[src/rtl/seven_seg_scan_driver_pkg.sv]
// Shared constants and types for the seven-segment scan driver:
// active-low segment table, all-off pattern and per-digit record.
package seven_seg_scan_driver_pkg;

    localparam int MAX_DIGITS = 8;

    localparam logic [7:0] SEG_OFF = 8'hFF;

    // Active-low {g,f,e,d,c,b,a} patterns for hex digits 0..F.
    localparam logic [6:0] SEG_TABLE [16] = '{
        7'h40, 7'h79, 7'h24, 7'h30, 7'h19, 7'h12, 7'h02, 7'h78,
        7'h00, 7'h10, 7'h08, 7'h03, 7'h46, 7'h21, 7'h06, 7'h0E
    };

    typedef struct packed {
        logic [3:0] hex;
        logic       dp;
        logic       blank;
    } digit_t;

    function automatic int idx_width(input int n);
        return (n > 1) ? $clog2(n) : 1;
    endfunction

endpackage

[src/rtl/seven_seg_scan_driver_seg_hex_decode.sv]
// Combinational hex nibble to active-low a..g segment lookup.
module seg_hex_decode
    import seven_seg_scan_driver_pkg::*;
(
    input  logic [3:0] hex,
    output logic [6:0] seg
);

    assign seg = SEG_TABLE[hex];

endmodule

[src/rtl/seven_seg_scan_driver.sv]
// Time-multiplexed N-digit common-anode seven-segment driver with
// double-buffered digit data committed at the frame boundary.
module seven_seg_scan_driver
    import seven_seg_scan_driver_pkg::*;
#(
    parameter int NUM_DIGITS = 4,
    parameter int CLK_DIV    = 50000
) (
    input  logic                      clk,
    input  logic                      rst,
    input  logic                      load,
    input  logic [4*NUM_DIGITS-1:0]   val_in,
    input  logic [NUM_DIGITS-1:0]     dp_in,
    input  logic [NUM_DIGITS-1:0]     blank_in,
    input  logic                      lz_suppress,
    output logic [NUM_DIGITS-1:0]     an_out,
    output logic [7:0]                led_out,
    output logic                      upd_pending,
    output logic                      frame_tick
);

    localparam int IDX_W = idx_width(NUM_DIGITS);
    localparam int DIV_W = (CLK_DIV > 1) ? $clog2(CLK_DIV) : 1;
    localparam logic [IDX_W-1:0] IDX_LAST = IDX_W'(NUM_DIGITS - 1);
    localparam logic [DIV_W-1:0] DIV_LAST = DIV_W'(CLK_DIV - 1);

    logic [DIV_W-1:0]           div_reg, div_next;
    logic [IDX_W-1:0]           idx_reg, idx_next;
    digit_t [NUM_DIGITS-1:0]    in_digits;
    digit_t [NUM_DIGITS-1:0]    shadow_reg;
    digit_t [NUM_DIGITS-1:0]    active_reg;
    logic                       pending_reg;
    logic                       frame_tick_reg;
    logic [NUM_DIGITS-1:0]      an_reg, an_next;
    logic [7:0]                 led_reg, led_next;
    logic                       div_tc;
    logic                       wrap;
    logic [NUM_DIGITS-1:0]      upper_zero;
    logic [NUM_DIGITS-1:0]      suppress;
    digit_t                     cur_digit;
    logic                       cur_suppress;
    logic [6:0]                 dec_seg;

    // ---------------- divider and digit index ----------------
    assign div_tc = (div_reg == DIV_LAST);
    assign wrap   = div_tc && (idx_reg == IDX_LAST);

    always_comb begin
        div_next = div_reg + 1'b1;
        idx_next = idx_reg;
        if (div_tc) begin
            div_next = '0;
            idx_next = (idx_reg == IDX_LAST) ? '0 : idx_reg + 1'b1;
        end
    end

    always_ff @(posedge clk or posedge rst) begin
        if (rst) begin
            div_reg <= '0;
            idx_reg <= '0;
        end else begin
            div_reg <= div_next;
            idx_reg <= idx_next;
        end
    end

    // ---------------- input unpacking and suppression ----------------
    for (genvar gi = 0; gi < NUM_DIGITS; gi++) begin : g_digit
        assign in_digits[gi].hex   = val_in[4*gi +: 4];
        assign in_digits[gi].dp    = dp_in[gi];
        assign in_digits[gi].blank = blank_in[gi];
        if (gi == 0) begin : g_lsd
            assign suppress[gi] = 1'b0;
        end else begin : g_upper
            assign suppress[gi] = lz_suppress && upper_zero[gi];
        end
    end

    // upper_zero[k]: digit k and every digit above it are zero.
    always_comb begin
        logic run;
        upper_zero = '0;
        run        = 1'b1;
        for (int k = NUM_DIGITS - 1; k >= 0; k--) begin
            run           = run && (active_reg[k].hex == 4'd0);
            upper_zero[k] = run;
        end
    end

    // ---------------- double buffer ----------------
    // A load landing on the wrap cycle bypasses the shadow straight into
    // active so it shows in the frame that starts right now.
    always_ff @(posedge clk or posedge rst) begin
        if (rst) begin
            shadow_reg  <= '0;
            active_reg  <= '0;
            pending_reg <= 1'b0;
        end else if (load) begin
            shadow_reg <= in_digits;
            if (wrap) begin
                active_reg  <= in_digits;
                pending_reg <= 1'b0;
            end else begin
                pending_reg <= 1'b1;
            end
        end else if (wrap && pending_reg) begin
            active_reg  <= shadow_reg;
            pending_reg <= 1'b0;
        end
    end

    // ---------------- segment pattern ----------------
    assign cur_digit    = active_reg[idx_reg];
    assign cur_suppress = suppress[idx_reg];

    seg_hex_decode u_decode (
        .hex (cur_digit.hex),
        .seg (dec_seg)
    );

    always_comb begin
        led_next = SEG_OFF;
        if (!cur_digit.blank) begin
            led_next[7]   = ~cur_digit.dp;
            led_next[6:0] = cur_suppress ? 7'h7F : dec_seg;
        end
    end

    assign an_next = ~(NUM_DIGITS'(1) << idx_reg);

    always_ff @(posedge clk or posedge rst) begin
        if (rst) begin
            an_reg         <= '1;
            led_reg        <= SEG_OFF;
            frame_tick_reg <= 1'b0;
        end else begin
            an_reg         <= an_next;
            led_reg        <= led_next;
            frame_tick_reg <= wrap;
        end
    end

    assign an_out      = an_reg;
    assign led_out     = led_reg;
    assign upd_pending = pending_reg;
    assign frame_tick  = frame_tick_reg;

endmodule
[config.mk]
export PLATFORM = sky130hd
export DESIGN_NAME = seven_seg_scan_driver
export DESIGN_NICKNAME = d
export VERILOG_FILES = /design/src/rtl/seven_seg_scan_driver_pkg.sv /design/src/rtl/seven_seg_scan_driver_seg_hex_decode.sv /design/src/rtl/seven_seg_scan_driver.sv
export SDC_FILE = /design/constraint.sdc
export NUM_CORES = 1
export LEC_CHECK = 0
export ABC_AREA = 1
export BUFFER_PORTS_ARGS = -buffer_cell sky130_fd_sc_hd__buf_4
export CAP_MARGIN = 0
export CORE_MARGIN = 5
export CORE_UTILIZATION = 53
export DETAILED_ROUTE_END_ITERATION = 8
export PLACE_DENSITY = 0.76
export SLEW_MARGIN = 20
export SYNTH_ARGS = -nofsm -noshare
export SYNTH_HDL_FRONTEND = slang
export SYNTH_SLANG_ARGS = --single-unit
[constraint.sdc]
create_clock -name clk -period 2.3 [get_ports clk]
set_input_delay 0.23 -clock clk [delete_from_list [all_inputs] [get_ports clk]]
set_output_delay 0.23 -clock clk [all_outputs]
set_load 0.02 [all_outputs]
# Yosys cells after proc, flatten, opt, wreduce, memory -nomap -nowiden
# Memory sizes are Yosys's and may differ from the RTL's.
# Cells that the tools add are included.
dict set report totals {
  input_bits 28
  ff_bits 80
  wordCells 70
  latchBits 0
  ramBits 0
  mem_count 1
  output_inout_bits 14
  rom_bits 112
}
dict set report classes {
  muxes 16
  shift 1
  bitwise_logic 3
  eq_ne 3
  reduce_logical 12
  magnitude_cmp 2
  div 0
  add_sub_neg 2
  n_mul 0
}
# memory words width rd rd_clocked_by_memory_dff wr line
set memory_table {}
lappend memory_table {{(name not given)} 16 7 1 0 0 seven_seg_scan_driver_seg_hex_decode.sv:9} ;# assign seg = SEG_TABLE[hex];
# cell count
set op_table {}
lappend op_table {{24-bit two-way mux} 3}
lappend op_table {{7-bit two-way mux} 3}
lappend op_table {{16-bit by 1-bit adder with 16-bit output (second input constant)} 1}
lappend op_table {{16-bit == test (second input constant)} 1}
lappend op_table {{16-bit two-way mux} 1}
lappend op_table {{6-bit binary-select mux with 2-bit select} 1}
lappend op_table {{4-bit logical NOT} 3}
lappend op_table {{8-bit two-way mux} 1}
lappend op_table {{1-bit logical AND} 7}
lappend op_table {{6-bit two-way mux} 1}
lappend op_table {{5-bit greater-or-equal comparator (second input constant)} 1}
lappend op_table {{4-bit NOT with 5-bit output} 1}
lappend op_table {{1-bit two-way mux} 4}
lappend op_table {{4-bit NOT} 1}
lappend op_table {{1-bit by 2-bit << shifter with 4-bit output (first input constant)} 1}
lappend op_table {{2-bit by 3-bit < comparator with 1-bit output (second input constant)} 1}
lappend op_table {{2-bit by 1-bit adder with 2-bit output (second input constant)} 1}
lappend op_table {{1-bit binary-select mux with 2-bit select} 1}
lappend op_table {{2-bit == test (second input constant)} 1}
lappend op_table {{2-bit two-way mux} 1}
lappend op_table {{2-bit by 1-bit != test with 1-bit output (second input constant)} 1}
lappend op_table {{2-bit AND reduction} 1}
lappend op_table {{2-bit nonzero test} 1}
lappend op_table {{1-bit NOT} 1}

# Longest topological paths before layout
dict set report depth {
  word_depth 8
  depth_mapped 12
  depth_no_buf 10
}

# Cells and area by module
# A second synthesis with hierarchy kept.
dict set report hier_totals {
  hier_cells 480
  area_unflattened_um2 4001.3
}
# mod cells_per_inst seq_area_each_um2 area_each_um2 n_inst
set by_module_without_submodules {}
lappend by_module_without_submodules {seven_seg_scan_driver 431 2016.9 3727.3 1}
lappend by_module_without_submodules {seg_hex_decode 49 0.0 274.0 1}

# Worst setup path before layout
# Ideal clock, no wire load.
dict set report synth_timing {
  path_type {register to register}
  startpoint {reg idx_reg[0]}
  endpoint {reg led_reg[3] (netlist: led_out[3])}
  path_stages_with_launch 12
  path_slack_ns 0.654
  t_arrival_ns 1.564
  synth_period_minus_slack_ns 1.646
  path_buffers 2
  path_cell_list {dfrtp_1 > buf_4 > buf_2 > nand2_1 > nand3_1 > nand2_1 > inv_1 > ha_1 > nand3_1 > nand3_1 > nand2_1 > nand2_1}
}
dict set report synth_between {
  elab_chain_cells 8
  elab_cells_between_ends 10
  cone_classes {8 x mux; 1 x bitwise; 1 x memory}
}
# item line
set synth_rtl {}
lappend synth_rtl {{start: declaration} seven_seg_scan_driver.sv:28} ;# logic [IDX_W-1:0] idx_reg, idx_next;
lappend synth_rtl {{start signal: assignment} seven_seg_scan_driver.sv:63} ;# idx_reg <= idx_next;
lappend synth_rtl {{6-bit binary-select mux with 2-bit select} seven_seg_scan_driver.sv:113} ;# assign cur_digit = active_reg[idx_reg];
lappend synth_rtl {{6-bit two-way mux (implied by the code)} seven_seg_scan_driver.sv:113}
lappend synth_rtl {{4-bit NOT with 5-bit output (implied by the code)} seven_seg_scan_driver_seg_hex_decode.sv:9}
lappend synth_rtl {{memory 16 x 7 bit} -}
lappend synth_rtl {{7-bit two-way mux (implied by the code) (2 in series)} seven_seg_scan_driver_seg_hex_decode.sv:9}
lappend synth_rtl {{7-bit two-way mux} seven_seg_scan_driver.sv:125} ;# led_next[6:0] = cur_suppress ? 7'h7F : dec_seg;
lappend synth_rtl {{8-bit two-way mux (*)} seven_seg_scan_driver.sv:123} ;# if (!cur_digit.blank) begin
lappend synth_rtl {{net led_next[3]} seven_seg_scan_driver.sv:35} ;# logic [7:0] led_reg, led_next;
lappend synth_rtl {{end signal: assignment} seven_seg_scan_driver.sv:138} ;# led_reg <= led_next;
lappend synth_rtl {{end: declaration} seven_seg_scan_driver.sv:35}
# Mark *: on every way through the listed nets, which the timed path passes. The rest lies on a longest branch. The select of a mux whose other input is x is not followed.
# A chain may end at the register's enable or synchronous reset.

# Final worst setup path
dict set report layout_timing {
  startpoint {reg div_reg[0]}
  endpoint {reg active_reg[8] (netlist name)}
}
dict set report layout_between {
  elab_chain_cells 5
  elab_cells_between_ends 6
  cone_classes {2 x eq/ne; 4 x reduce/logical}
}
# item line
set layout_rtl {}
lappend layout_rtl {{start: declaration} seven_seg_scan_driver.sv:27} ;# logic [DIV_W-1:0] div_reg, div_next;
lappend layout_rtl {{start signal: assignment} seven_seg_scan_driver.sv:62} ;# div_reg <= div_next;
lappend layout_rtl {{16-bit == test (*)} seven_seg_scan_driver.sv:45} ;# assign div_tc = (div_reg == DIV_LAST);
lappend layout_rtl {{1-bit logical AND (*)} seven_seg_scan_driver.sv:46} ;# assign wrap = div_tc && (idx_reg == IDX_LAST);
lappend layout_rtl {{1-bit logical AND} seven_seg_scan_driver.sv:106} ;# end else if (wrap && pending_reg) begin
lappend layout_rtl {{2-bit nonzero test (no source line)} -}
lappend layout_rtl {{2-bit AND reduction (no source line) (*)} -}
lappend layout_rtl {{end signal: assignment} seven_seg_scan_driver.sv:101} ;# active_reg <= in_digits;
lappend layout_rtl {{end signal: assignment} seven_seg_scan_driver.sv:107} ;# active_reg <= shadow_reg;
lappend layout_rtl {{end: declaration} seven_seg_scan_driver.sv:31} ;# digit_t [NUM_DIGITS-1:0] active_reg;
# Mark *: on every way between the ends. The rest lies on a longest branch, timed or not.

==> run_results.csv <==
group,metric,value,unit
logic_synthesis,avgSynthCellArea,8.03,sq um
sta,finClkSkew,0.00419,ns
floorplan,initial_core_util,0.539,
sta,rsz0062_at_grt,"no",
sta,worstMarginPinSlew,0.661,ns
hold_path,hp-start,"blank_in[2]",
place,numPortBuffers,41,
finish,syn_to_final_growth,16.0,%
critical_path,ff2ff_path_depth,8,
critical_path,cp.required,2.54,ns
power,peakVddDrop,392,uV
global_routing,use_met1,0.241,
finish,fin_cells,626,
sta,report.final.slew_viol_count,0,
power,p_switching,0.590,mW
drt,route.detailed.drc,0,
logic_synthesis,synth_top_family_by_area,"simple AND/OR/NAND/NOR gates",
place,place_congestion,0.900,
floorplan,core,7180,sq um
logic_synthesis,yosysWarnings,0,
power,p_leak,2.41,nW
critical_path,rr_endpoint,"active_reg[8]",
critical_path,arrival,2.19,ns
global_routing,grt_first_pass_wirelength,13300,um
clock_network,cts_tree,"done",
critical_path,critPathMaxFanout,24,
sta,max_freq,514,MHz
floorplan,dieWidth,95.5,um
sta,hold_violations,0,
logic_synthesis,synth_area_leaders,"dfrtp_1, nand2_1, dfstp_2",
hold_path,hold_end,"shadow_reg[12]",
logic_synthesis,synthAdderAreaFrac,0.0356,
power,intPower,2.21,mW
floorplan,die_area,9110,sq um
finish,seq_area,2020,sq um
global_routing,busiest_layer,"met2",
finish,multi_input_area,1620,sq um
global_routing,groute.usage.overall,0.186,
global_routing,grt_max_degree,81,
sta,post-route-period-util,0.846,
logic_synthesis,muxShareOfSynthArea,0,
sta,hold_ws,0.100,ns
global_routing,antenna_found_initial,0,
critical_path,end_kind,"flop",
logic_synthesis,ys_seq_area_frac,0.521,
logic_synthesis,yosys.area.top_type,"dfrtp_1",
finish,final_cell_mix,"nand2_1, dfrtp_1, nand3_1, nor2_1, buf_4",
global_routing,grt-ovfl-total,0,
drt,dr.pass1.iters,4,
sta,relSlewSlack,0.559,
critical_path,worstSetupPathType,"reg2reg",
drt,wl_per_cell,12.1,um
floorplan,ioPinCount,42,
critical_path,reg2reg_from,"div_reg[0]",
clock_network,cts-root-buf,"clkbuf_8",
floorplan,die_y,95.5,um
hold_path,hp-class,"in2reg",
clock_network,path_clk_slew,0.08,ns
drt,num_vias,3094,
finish,insertedDiodeCount,0,
global_routing,grtUsageMet2,0.304,
finish,num-fill-cells,651,
run_status,outcome,"completed",
clock_network,cts_buffers,9,
power,seqPwrFrac,0.518,
clock_network,clock-sinks,80,
place,place_inst,609,
logic_synthesis,synth.net_count,521,
logic_synthesis,netlist_area,3870,sq um
finish,final_common_cell,"nand2_1",
sta,finalCriticalPeriod,1.95,ns
global_routing,grt_pass1_vias,2933,
power,combinationalPowerShare,0.045,
global_routing,met3_usage,0.0355,
drt,drt_wl_total,7580,um
logic_synthesis,synth-simple-area-share,0.341,
power,pwr-share-clk,0.436,
floorplan,num_rows,31,
job,drv_cap,0,
logic_synthesis,synth-xor-area-share,0.0181,
drt,viasPerCell,4.94,
place,hpwl,5490,um
critical_path,cp-start-kind,"flop",
logic_synthesis,synth_cell_types,31,
power,pwr_density_cell,624,nW/um^2
clock_network,cts_max_path_buffers,2,
power,swShare,0.211,
finish,drive_gt1_frac,0.171,
sta,setup_viol,0,
sta,setup-tns-final,0,ns
drt,ant_nets,0,
clock_network,clk_latency,0.35,ns
logic_synthesis,synth_compound_area_frac,0.0242,
hold_path,hold_path_depth,3,
finish,final_nets,561,
clock_network,htreeDepth,3,
logic_synthesis,syn_inst,482,
drt,detail_route.iter0.violations,141,
critical_path,r2r_slack,0.35,ns
finish,utilization,0.626,
logic_synthesis,synth_top_area_frac,0.440,
logic_synthesis,ys_ff_latch,80,
-- cells in the mapped netlist, drive strengths merged --
| master | number |
|---|---|
| a21oi | 2 |
| buf | 11 |
| clkbuf | 5 |
| dfrtp | 68 |
| dfstp | 12 |
| ha | 11 |
| inv | 38 |
| nand2 | 202 |
| nand3 | 55 |
| nand3b | 2 |
| nand4 | 2 |
| nor2 | 48 |
| nor3 | 1 |
| o21ai | 11 |
| o21bai | 3 |
| o22ai | 1 |
| or2 | 2 |
| xnor2 | 1 |
| xor2 | 7 |
-- logic make-up (layout without fill, tap and decap cells) --
| kind of cell | count (synthesis) | count (layout) |
|---|---|---|
| AND/OR/NAND/NOR | 312 | 312 |
| flip-flops | 80 | 80 |
| buffers and inverters | 54 | 99 |
| AO/OA/AOI/OAI | 17 | 17 |
| adder cells (fa/ha/maj) | 11 | 11 |
| XOR/XNOR | 8 | 8 |
-- worst max-delay path by stage --
| stage | cells after the start | slack (ns) | to | startpoint |
|---|---|---|---|---|
| 6_report | 8 | 0.35 | active_reg[8] | div_reg[0] |
| 3_5_place_dp | 8 | 0.34 | active_reg[8] | div_reg[0] |
| 2_1_floorplan | 1 | 0.04 | active_reg[0] | rst |
| 3_3_place_gp | 8 | 0.47 | active_reg[6] | div_reg[0] |
| 5_1_grt | 8 | 0.14 | active_reg[0] | div_reg[0] |
| 4_1_cts | 8 | 0.35 | active_reg[8] | div_reg[0] |
-- routing by layer --
metal  wire length, um  vias to the layer above
li1                  -                     1577
met1              3430                     1423
met2              3620                       83
met3               374                       11
met4               148                        0
met5                 0                        -
-- power by group through the flow --
stage	Clock [mW]	Sequential (mW)	Combinational (mW)
after floorplan	0	1.48	0.0723
after global placement	0	1.48	0.127
after detailed placement	0	1.48	0.131
after CTS	1.26	1.45	0.132
after global routing	1.30	1.46	0.149
final	1.22	1.45	0.127
-- area by class of cell --
class / instances / share of cell area
clock buffer: 10 / 0.0284
tap: 99 / 0.0276
clock inverter: 6 / 0.0240
timing repair buffer: 45 / 0.0786
multi-input combinational: 348 / 0.361
sequential: 80 / 0.449
inverter: 38 / 0.0318
-- critical path: stages (launching register included) --
cell and delay (ns):
dfrtp_1 0.38, ha_1 0.20, nand2_2 0.09, nor2_4 0.15
inv_2 0.07, nor2_4 0.14, nand4_2 0.49, nand2_1 0.24
nand2_1 0.08
-- stage by stage --
stage / area [sq um] / worst slack (ns) / total power [mW]
global placement: 4250 / 0.474 / 1.61
global route: 4490 / 0.141 / 2.91
CTS: 4490 / 0.346 / 2.84
detailed placement: 4250 / 0.335 / 1.61
floorplan: 3870 / 0.0381 / 1.55
finish: 4490 / 0.354 / 2.80
-- timing repair --
action | CTS | global route
hold buffers | 1 | 0
hold endpoints to repair | 68 | 0
gates resized for setup | 0 | 0
buffers inserted | 0 | 0
Note: power is estimated with default switching activity, not from simulation.
